## src/rtl/veririsc_pkg.sv

```systemverilog
// Shared definitions for the VeriRISC fetch sequencer.
// Contents: opcode constants, phase encodings and the ALU-class opcode decode.
package veririsc_pkg;

  // Opcodes (IR[7:5]).
  localparam logic [2:0] HLT = 3'd0;
  localparam logic [2:0] SKZ = 3'd1;
  localparam logic [2:0] ADD = 3'd2;
  localparam logic [2:0] AND = 3'd3;
  localparam logic [2:0] XOR = 3'd4;
  localparam logic [2:0] LDA = 3'd5;
  localparam logic [2:0] STO = 3'd6;
  localparam logic [2:0] JMP = 3'd7;

  // One instruction is one pass through these eight phases.
  typedef enum logic [2:0] {
    INST_ADDR  = 3'd0,
    INST_FETCH = 3'd1,
    INST_LOAD  = 3'd2,
    IDLE       = 3'd3,
    OP_ADDR    = 3'd4,
    OP_FETCH   = 3'd5,
    ALU_OP     = 3'd6,
    STORE      = 3'd7
  } phase_e;

  // Opcodes that read an operand from memory and load the accumulator.
  function automatic logic is_aluop(input logic [2:0] op);
    return (op == ADD) || (op == AND) || (op == XOR) || (op == LDA);
  endfunction

endpackage

```

## src/rtl/prog_counter.sv

```systemverilog
// Program counter for the VeriRISC sequencer.
// Ports:
//   clk      rising-edge clock
//   rst      asynchronous active-high clear
//   inc      increment on the next edge (modulo 2^ADDR_WIDTH)
//   load     load load_val on the next edge; wins over inc
//   load_val jump target
//   pc       current program counter
module prog_counter #(
  parameter int unsigned ADDR_WIDTH = 5
) (
  input  logic                  clk,
  input  logic                  rst,
  input  logic                  inc,
  input  logic                  load,
  input  logic [ADDR_WIDTH-1:0] load_val,
  output logic [ADDR_WIDTH-1:0] pc
);

  logic [ADDR_WIDTH-1:0] pc_q;

  always_ff @(posedge clk or posedge rst) begin
    if (rst) begin
      pc_q <= '0;
    end else if (load) begin
      pc_q <= load_val;
    end else if (inc) begin
      pc_q <= pc_q + ADDR_WIDTH'(1);
    end
  end

  assign pc = pc_q;

endmodule

```

## src/rtl/fetch_sequencer.sv

```systemverilog
// VeriRISC instruction sequencer: runs the 8-phase fetch/execute cycle, holds IR and PC,
// muxes PC or IR operand onto the memory address and decodes the datapath strobes.
// Optional feature: define SINGLE_STEP_EN to add the `step` input; the sequencer then
// waits in phase 0 until step is sampled high and runs one instruction per step.
// Ports:
//   clk, rst     clock and asynchronous active-high reset
//   step         (SINGLE_STEP_EN only) release one instruction from phase 0
//   mem_data_in  memory read data
//   ac_zero      accumulator-is-zero flag, used by SKZ in ALU_OP
//   mem_addr     PC in phases 0-3, IR operand in phases 4-7
//   mem_rd       memory read strobe
//   mem_wr       memory write strobe (STO, phase 7)
//   data_oe      accumulator drive enable (STO, phases 6-7)
//   ld_ac        accumulator load strobe (ALU opcodes, phase 7)
//   opcode       current IR opcode
//   phase        current phase 0..7
//   halt         sticky halt indicator
module fetch_sequencer
  import veririsc_pkg::*;
#(
  parameter int unsigned ADDR_WIDTH   = 5,
  parameter int unsigned DATA_WIDTH   = 8,
  parameter int unsigned OPCODE_WIDTH = 3
) (
  input  logic                    clk,
  input  logic                    rst,
`ifdef SINGLE_STEP_EN
  input  logic                    step,
`endif
  input  logic [DATA_WIDTH-1:0]   mem_data_in,
  input  logic                    ac_zero,
  output logic [ADDR_WIDTH-1:0]   mem_addr,
  output logic                    mem_rd,
  output logic                    mem_wr,
  output logic                    data_oe,
  output logic                    ld_ac,
  output logic [OPCODE_WIDTH-1:0] opcode,
  output logic [2:0]              phase,
  output logic                    halt
);

  if ((DATA_WIDTH != OPCODE_WIDTH + ADDR_WIDTH) || (OPCODE_WIDTH != 3)) begin : gen_bad_cfg
    $error("fetch_sequencer: need OPCODE_WIDTH==3 and DATA_WIDTH==OPCODE_WIDTH+ADDR_WIDTH");
  end

  phase_e                phase_q, phase_d;
  logic [DATA_WIDTH-1:0] ir_q, ir_d;
  logic                  halted_q, halted_d;
  logic                  pc_inc, pc_load;
  logic [ADDR_WIDTH-1:0] pc;
  logic [ADDR_WIDTH-1:0] operand;
  logic [2:0]            op;
  logic                  go;
  logic                  alu, sto;

  assign operand = ir_q[ADDR_WIDTH-1:0];
  assign opcode  = ir_q[DATA_WIDTH-1 -: OPCODE_WIDTH];
  assign op      = 3'(opcode);
  assign alu     = is_aluop(op);
  assign sto     = (op == STO);

`ifdef SINGLE_STEP_EN
  assign go = step;
`else
  assign go = 1'b1;
`endif

  prog_counter #(
    .ADDR_WIDTH (ADDR_WIDTH)
  ) u_prog_counter (
    .clk      (clk),
    .rst      (rst),
    .inc      (pc_inc),
    .load     (pc_load),
    .load_val (operand),
    .pc       (pc)
  );

  always_ff @(posedge clk or posedge rst) begin
    if (rst) begin
      phase_q  <= INST_ADDR;
      ir_q     <= '0;
      halted_q <= 1'b0;
    end else begin
      phase_q  <= phase_d;
      ir_q     <= ir_d;
      halted_q <= halted_d;
    end
  end

  // Next state: once halted everything freezes until reset.
  always_comb begin
    phase_d  = phase_q;
    ir_d     = ir_q;
    halted_d = halted_q;
    pc_inc   = 1'b0;
    pc_load  = 1'b0;
    if (!halted_q) begin
      phase_d = phase_e'(phase_q + 3'd1);
      unique case (phase_q)
        INST_ADDR: begin
          if (!go) phase_d = INST_ADDR;
        end
        // IR is captured twice; the second load just re-reads the same word.
        INST_LOAD, IDLE: ir_d = mem_data_in;
        OP_ADDR: begin
          if (op == HLT) begin
            halted_d = 1'b1;
            phase_d  = OP_ADDR;
          end else begin
            pc_inc = 1'b1;
          end
        end
        ALU_OP: begin
          if (op == JMP) begin
            pc_load = 1'b1;
          end else if ((op == SKZ) && ac_zero) begin
            pc_inc = 1'b1;
          end
        end
        default: ;
      endcase
    end
  end

  // Strobes depend only on registered phase/IR, never on inputs.
  always_comb begin
    halt    = halted_q || ((phase_q == OP_ADDR) && (op == HLT));
    mem_rd  = 1'b0;
    mem_wr  = 1'b0;
    data_oe = 1'b0;
    ld_ac   = 1'b0;
    if (!halt) begin
      unique case (phase_q)
        INST_FETCH, INST_LOAD, IDLE: mem_rd = 1'b1;
        OP_FETCH: mem_rd = alu;
        ALU_OP: begin
          mem_rd  = alu;
          data_oe = sto;
        end
        STORE: begin
          mem_rd  = alu;
          data_oe = sto;
          mem_wr  = sto;
          ld_ac   = alu;
        end
        default: ;
      endcase
    end
  end

  assign mem_addr = phase_q[2] ? operand : pc;
  assign phase    = phase_q;

endmodule

```

## config.mk

```make
export PLATFORM = sky130hd
export DESIGN_NAME = fetch_sequencer
export DESIGN_NICKNAME = d
export VERILOG_FILES = /design/src/rtl/veririsc_pkg.sv /design/src/rtl/prog_counter.sv /design/src/rtl/fetch_sequencer.sv
export SDC_FILE = /design/constraint.sdc
export NUM_CORES = 1
export LEC_CHECK = 0
export CORE_MARGIN = 3
export CORE_UTILIZATION = 47
export CTS_CLUSTER_SIZE = 24
export DETAILED_ROUTE_END_ITERATION = 16
export PLACE_DENSITY = 0.74
export SLEW_MARGIN = 30
export SYNTH_ARGS = -nofsm -noshare
export SYNTH_HDL_FRONTEND = slang
export SYNTH_SLANG_ARGS = --single-unit
```

## constraint.sdc

```tcl
create_clock -name clk -period 1.9 [get_ports clk]
set_input_delay 0.38 -clock clk [delete_from_list [all_inputs] [get_ports clk]]
set_output_delay 0.38 -clock clk [all_outputs]
set_load 0.05 [all_outputs]
```

==> results.md <==
- Detailed routing inserted a total of 837 vias.
- The most frequent standard cell in the layout excluding fill and tap cells is sky130_fd_sc_hd__buf_4.
- The DRC violation count after routing is 0.
- After clock tree synthesis, the flow added hold-fix buffers numbering 0.
- Cells fill 76.67% of the core in the end.
- In this run the count of I/O pins placed on the die edge is 27.
- The iteration count of the initial detailed-routing pass is 4.
- The root buffer cell chosen for the clock tree is sky130_fd_sc_hd__clkbuf_4.
- TritonCTS built the clock tree.
- The instance area at placement is 0.001465 mm^2.
- The post-route netlist has 53.03% of its cells at a drive strength greater than 1.
- The clock transition at the register clock pins on the worst setup and hold paths after CTS is 100 ps.
- In the detailed route, the total length drawn on met3 is 149 um.
- The clock period minus final worst setup slack is 2005 ps.
- The summed instance area of the synthesized netlist is 0.001030 mm^2.
- The hold violation count in the final report is 0.
- The final instance count without filler cells is 159.
- The antenna diode count is 0.
- Counting flops with an async set or reset pin after synthesis yields a share of 100.0%.
- CTS built an H-tree with a depth of 1.
- For the pin with the worst max-slew slack, the measured transition is 412.4 ps.
- The post-layout worst setup margin is -104.8 ps.
- The die covers 0.002788 mm^2.
- Setup repair after global routing could not meet its margin everywhere.
- The cell depth of the worst flop-to-flop path is 6.
- The clock net in this run drives a total of 17 sinks.
- The portion of the clock cycle consumed by the worst path in the final layout is 105.5%.
- The internal reg-to-reg setup slack is 120 ps.
- Counting flops with a built-in enable in the synthesized netlist gives 0.
- In this run the tool buffered the top-level ports with 26 buffer cells.
- The run finished, with violations left.
- The total count of max-transition violations in the final report is 0.
- The routed metal-1 wirelength is 1.062 mm.
- The cell area after layout is 0.001550 mm^2.
- The pin count of the biggest net entering global routing is 18.
- The largest buffer count on any clock path is 2.
- The category of the critical setup timing path is reg2out.
- The final-stage net count is 152.
- Before CTS, the worst setup slack after placement is -127.9 ps.
- Dividing the detail-routed wire length by the instance count gives 14.36 um.
- The placeable core region is 0.002022 mm^2.
- In the global route stage, overall resource usage came out at 20.01%.
- Clock latency on the worst-skew pair, taken at its later pin, is 290 ps.
- The net count of the mapped netlist is 116.
- The congestion estimate from routability-driven global placement came to 0.7959.
- The endpoint class of the critical path is an output pin.
- The final worst clock skew is 5.339 ps.
- The highest metal layer carrying signal wires in the routed design is met4.
- The number of antenna violations at the first check in global routing is 0.
- The number of flip-flops and latches in the synthesized netlist is 17.
- The final setup violation count is 2.
- The total number of placement rows is 16.
- The number of vias per cell after detailed routing is 5.264.
- Based on the critical path, the design can be clocked at up to 498.8 MHz.
- The initial utilization of the core area, before any placement, comes to 50.93%.
- The mean post-synth cell area is 10.62 um^2.
- STA puts the critical path data required time at 1520 ps.
- The synthesis-to-finish area growth is 50.55%.
- The class of the worst hold path is in2async.
- The half-perimeter wire length after placement is 1.704 mm.
- The type of origin of the critical path is a register.
- After global routing the overflow that remains totals 0.
- During synthesis, Yosys emitted a total of 0 warnings.
- Headroom to the max-slew limit came out at 72.50%.
- The number of DRC violations after detailed-routing iteration 0 is 10.
- After detailed routing, the met2 layer carries 1.054 mm of wire.
- After synthesis, the netlist uses 30 different library cells.
- After synthesis, flip-flops and latches occupy 41.31% of the total area.
- The maximum fanout encountered on the critical timing path is 4.
- Leaving out fill and tap cells, the most frequent cells in the layout are sky130_fd_sc_hd__buf_4, sky130_fd_sc_hd__mux2_2, sky130_fd_sc_hd__dfrtp_1.
- Including well taps, the total number of placed cells is 152.
- The number of buffers created by CTS is 3.
- The arrival time at the worst endpoint is 1620 ps.
- The via count of the first global-routing pass is 844.
- The startpoint of the worst-slack reg-to-reg timing path is phase[0].
- The final reports fail on setup timing.
- The final wirelength is 2.284 mm.
- The number of max-capacitance violations reported is 0.
- The reg-to-reg endpoint is u_prog_counter.pc[3].
- The chip height is 52.81 um.
- The primary flip-flop cell chosen by synthesis mapping is sky130_fd_sc_hd__dfrtp_1.
- The number of antenna-violating nets in the routed design is 0.
- The gate count after technology mapping is 97.
- The first global-routing pass estimated 4.002 mm of wire.
- The horizontal die dimension is 52.81 um.
==> worst max-delay path by stage <==
| stage | from | endpoint | slack (ps) | cells after the start |
|---|---|---|---|---|
| after detailed placement | ac_zero | u_prog_counter.pc[3] | -130 | 5 |
| after floorplan | phase[0] | mem_rd | -100 | 5 |
| final | phase[1] | mem_rd | -100 | 6 |
| after global placement | ac_zero | u_prog_counter.pc[3] | -100 | 5 |
| after CTS | phase[0] | mem_rd | -110 | 6 |
| after global routing | phase[1] | mem_rd | -170 | 6 |
==> state kept, by name, indices dropped and copies added (netlist names) <==
signal             flops
phase                  3
ir_q                   8
u_prog_counter.pc      5
halted_q               1
==> layer usage <==
layer,track usage [%],vias up
met5,0,-
met4,5.106,0
met3,7.123,2
met2,31.61,24
met1,25.80,397
li1,-,414
==> timing repair <==
item / 4_1_cts / 5_1_grt
resized for setup: 6 / 4
pin swaps: 3 / 0
setup endpoints to repair: 5 / 4
setup buffers: 3 / 0
==> worst max-delay path, stage by stage (launching register included) <==
cell                        delay (ps)
sky130_fd_sc_hd__dfrtp_2           420
sky130_fd_sc_hd__ha_4              170
sky130_fd_sc_hd__ha_4              140
sky130_fd_sc_hd__nand2_2            60
sky130_fd_sc_hd__o2bb2ai_2         130
sky130_fd_sc_hd__a211oi_4          240
sky130_fd_sc_hd__buf_12            170
==> Yosys cell counts (2+ instances only) <==
cell type                  instances  area share, %
sky130_fd_sc_hd__a21oi_1           3            1.5
sky130_fd_sc_hd__ha_1              8            9.7
sky130_fd_sc_hd__dfrtp_1          17             41
sky130_fd_sc_hd__nor2_1            6            2.2
sky130_fd_sc_hd__o21ai_0           7            3.4
sky130_fd_sc_hd__or3_1             2            1.2
sky130_fd_sc_hd__a211oi_1          3            2.2
sky130_fd_sc_hd__inv_1             7            2.6
sky130_fd_sc_hd__buf_4             4            2.9
sky130_fd_sc_hd__nand2_1           6            2.2
sky130_fd_sc_hd__mux2_2           14             15
sky130_fd_sc_hd__a31oi_1           2            1.2
==> layout make-up <==
type,count,area [um^2]
clock buffers,4,26.28
fillers,142,471.7
inverters,7,26.28
multi-input cells,68,673.1
flip-flops and latches,17,432.9
well taps,27,33.78
repair buffers,36,357.8
==> cells by family after synthesis <==
group	synth area share, %
multiplexers	16.28
AND/OR/NAND/NOR	11.79
XOR/XNOR	1.701
buffers and inverters	5.954
AO/OA/AOI/OAI	13.24
flip-flops	41.31
adder cells (fa/ha/maj)	9.721
==> metrics by stage <==
stage               TNS [ps]  hold WS, ps
floorplan             -163.7        305.9
global placement      -163.9        481.8
detailed placement    -264.5        490.6
CTS                   -134.5        396.9
global route          -268.0        410.0
finish                -114.3        386.2
Power is left out: the tool's default activity adds up to more than one toggle a clock period on the data nets, which glitch-free logic cannot reach.
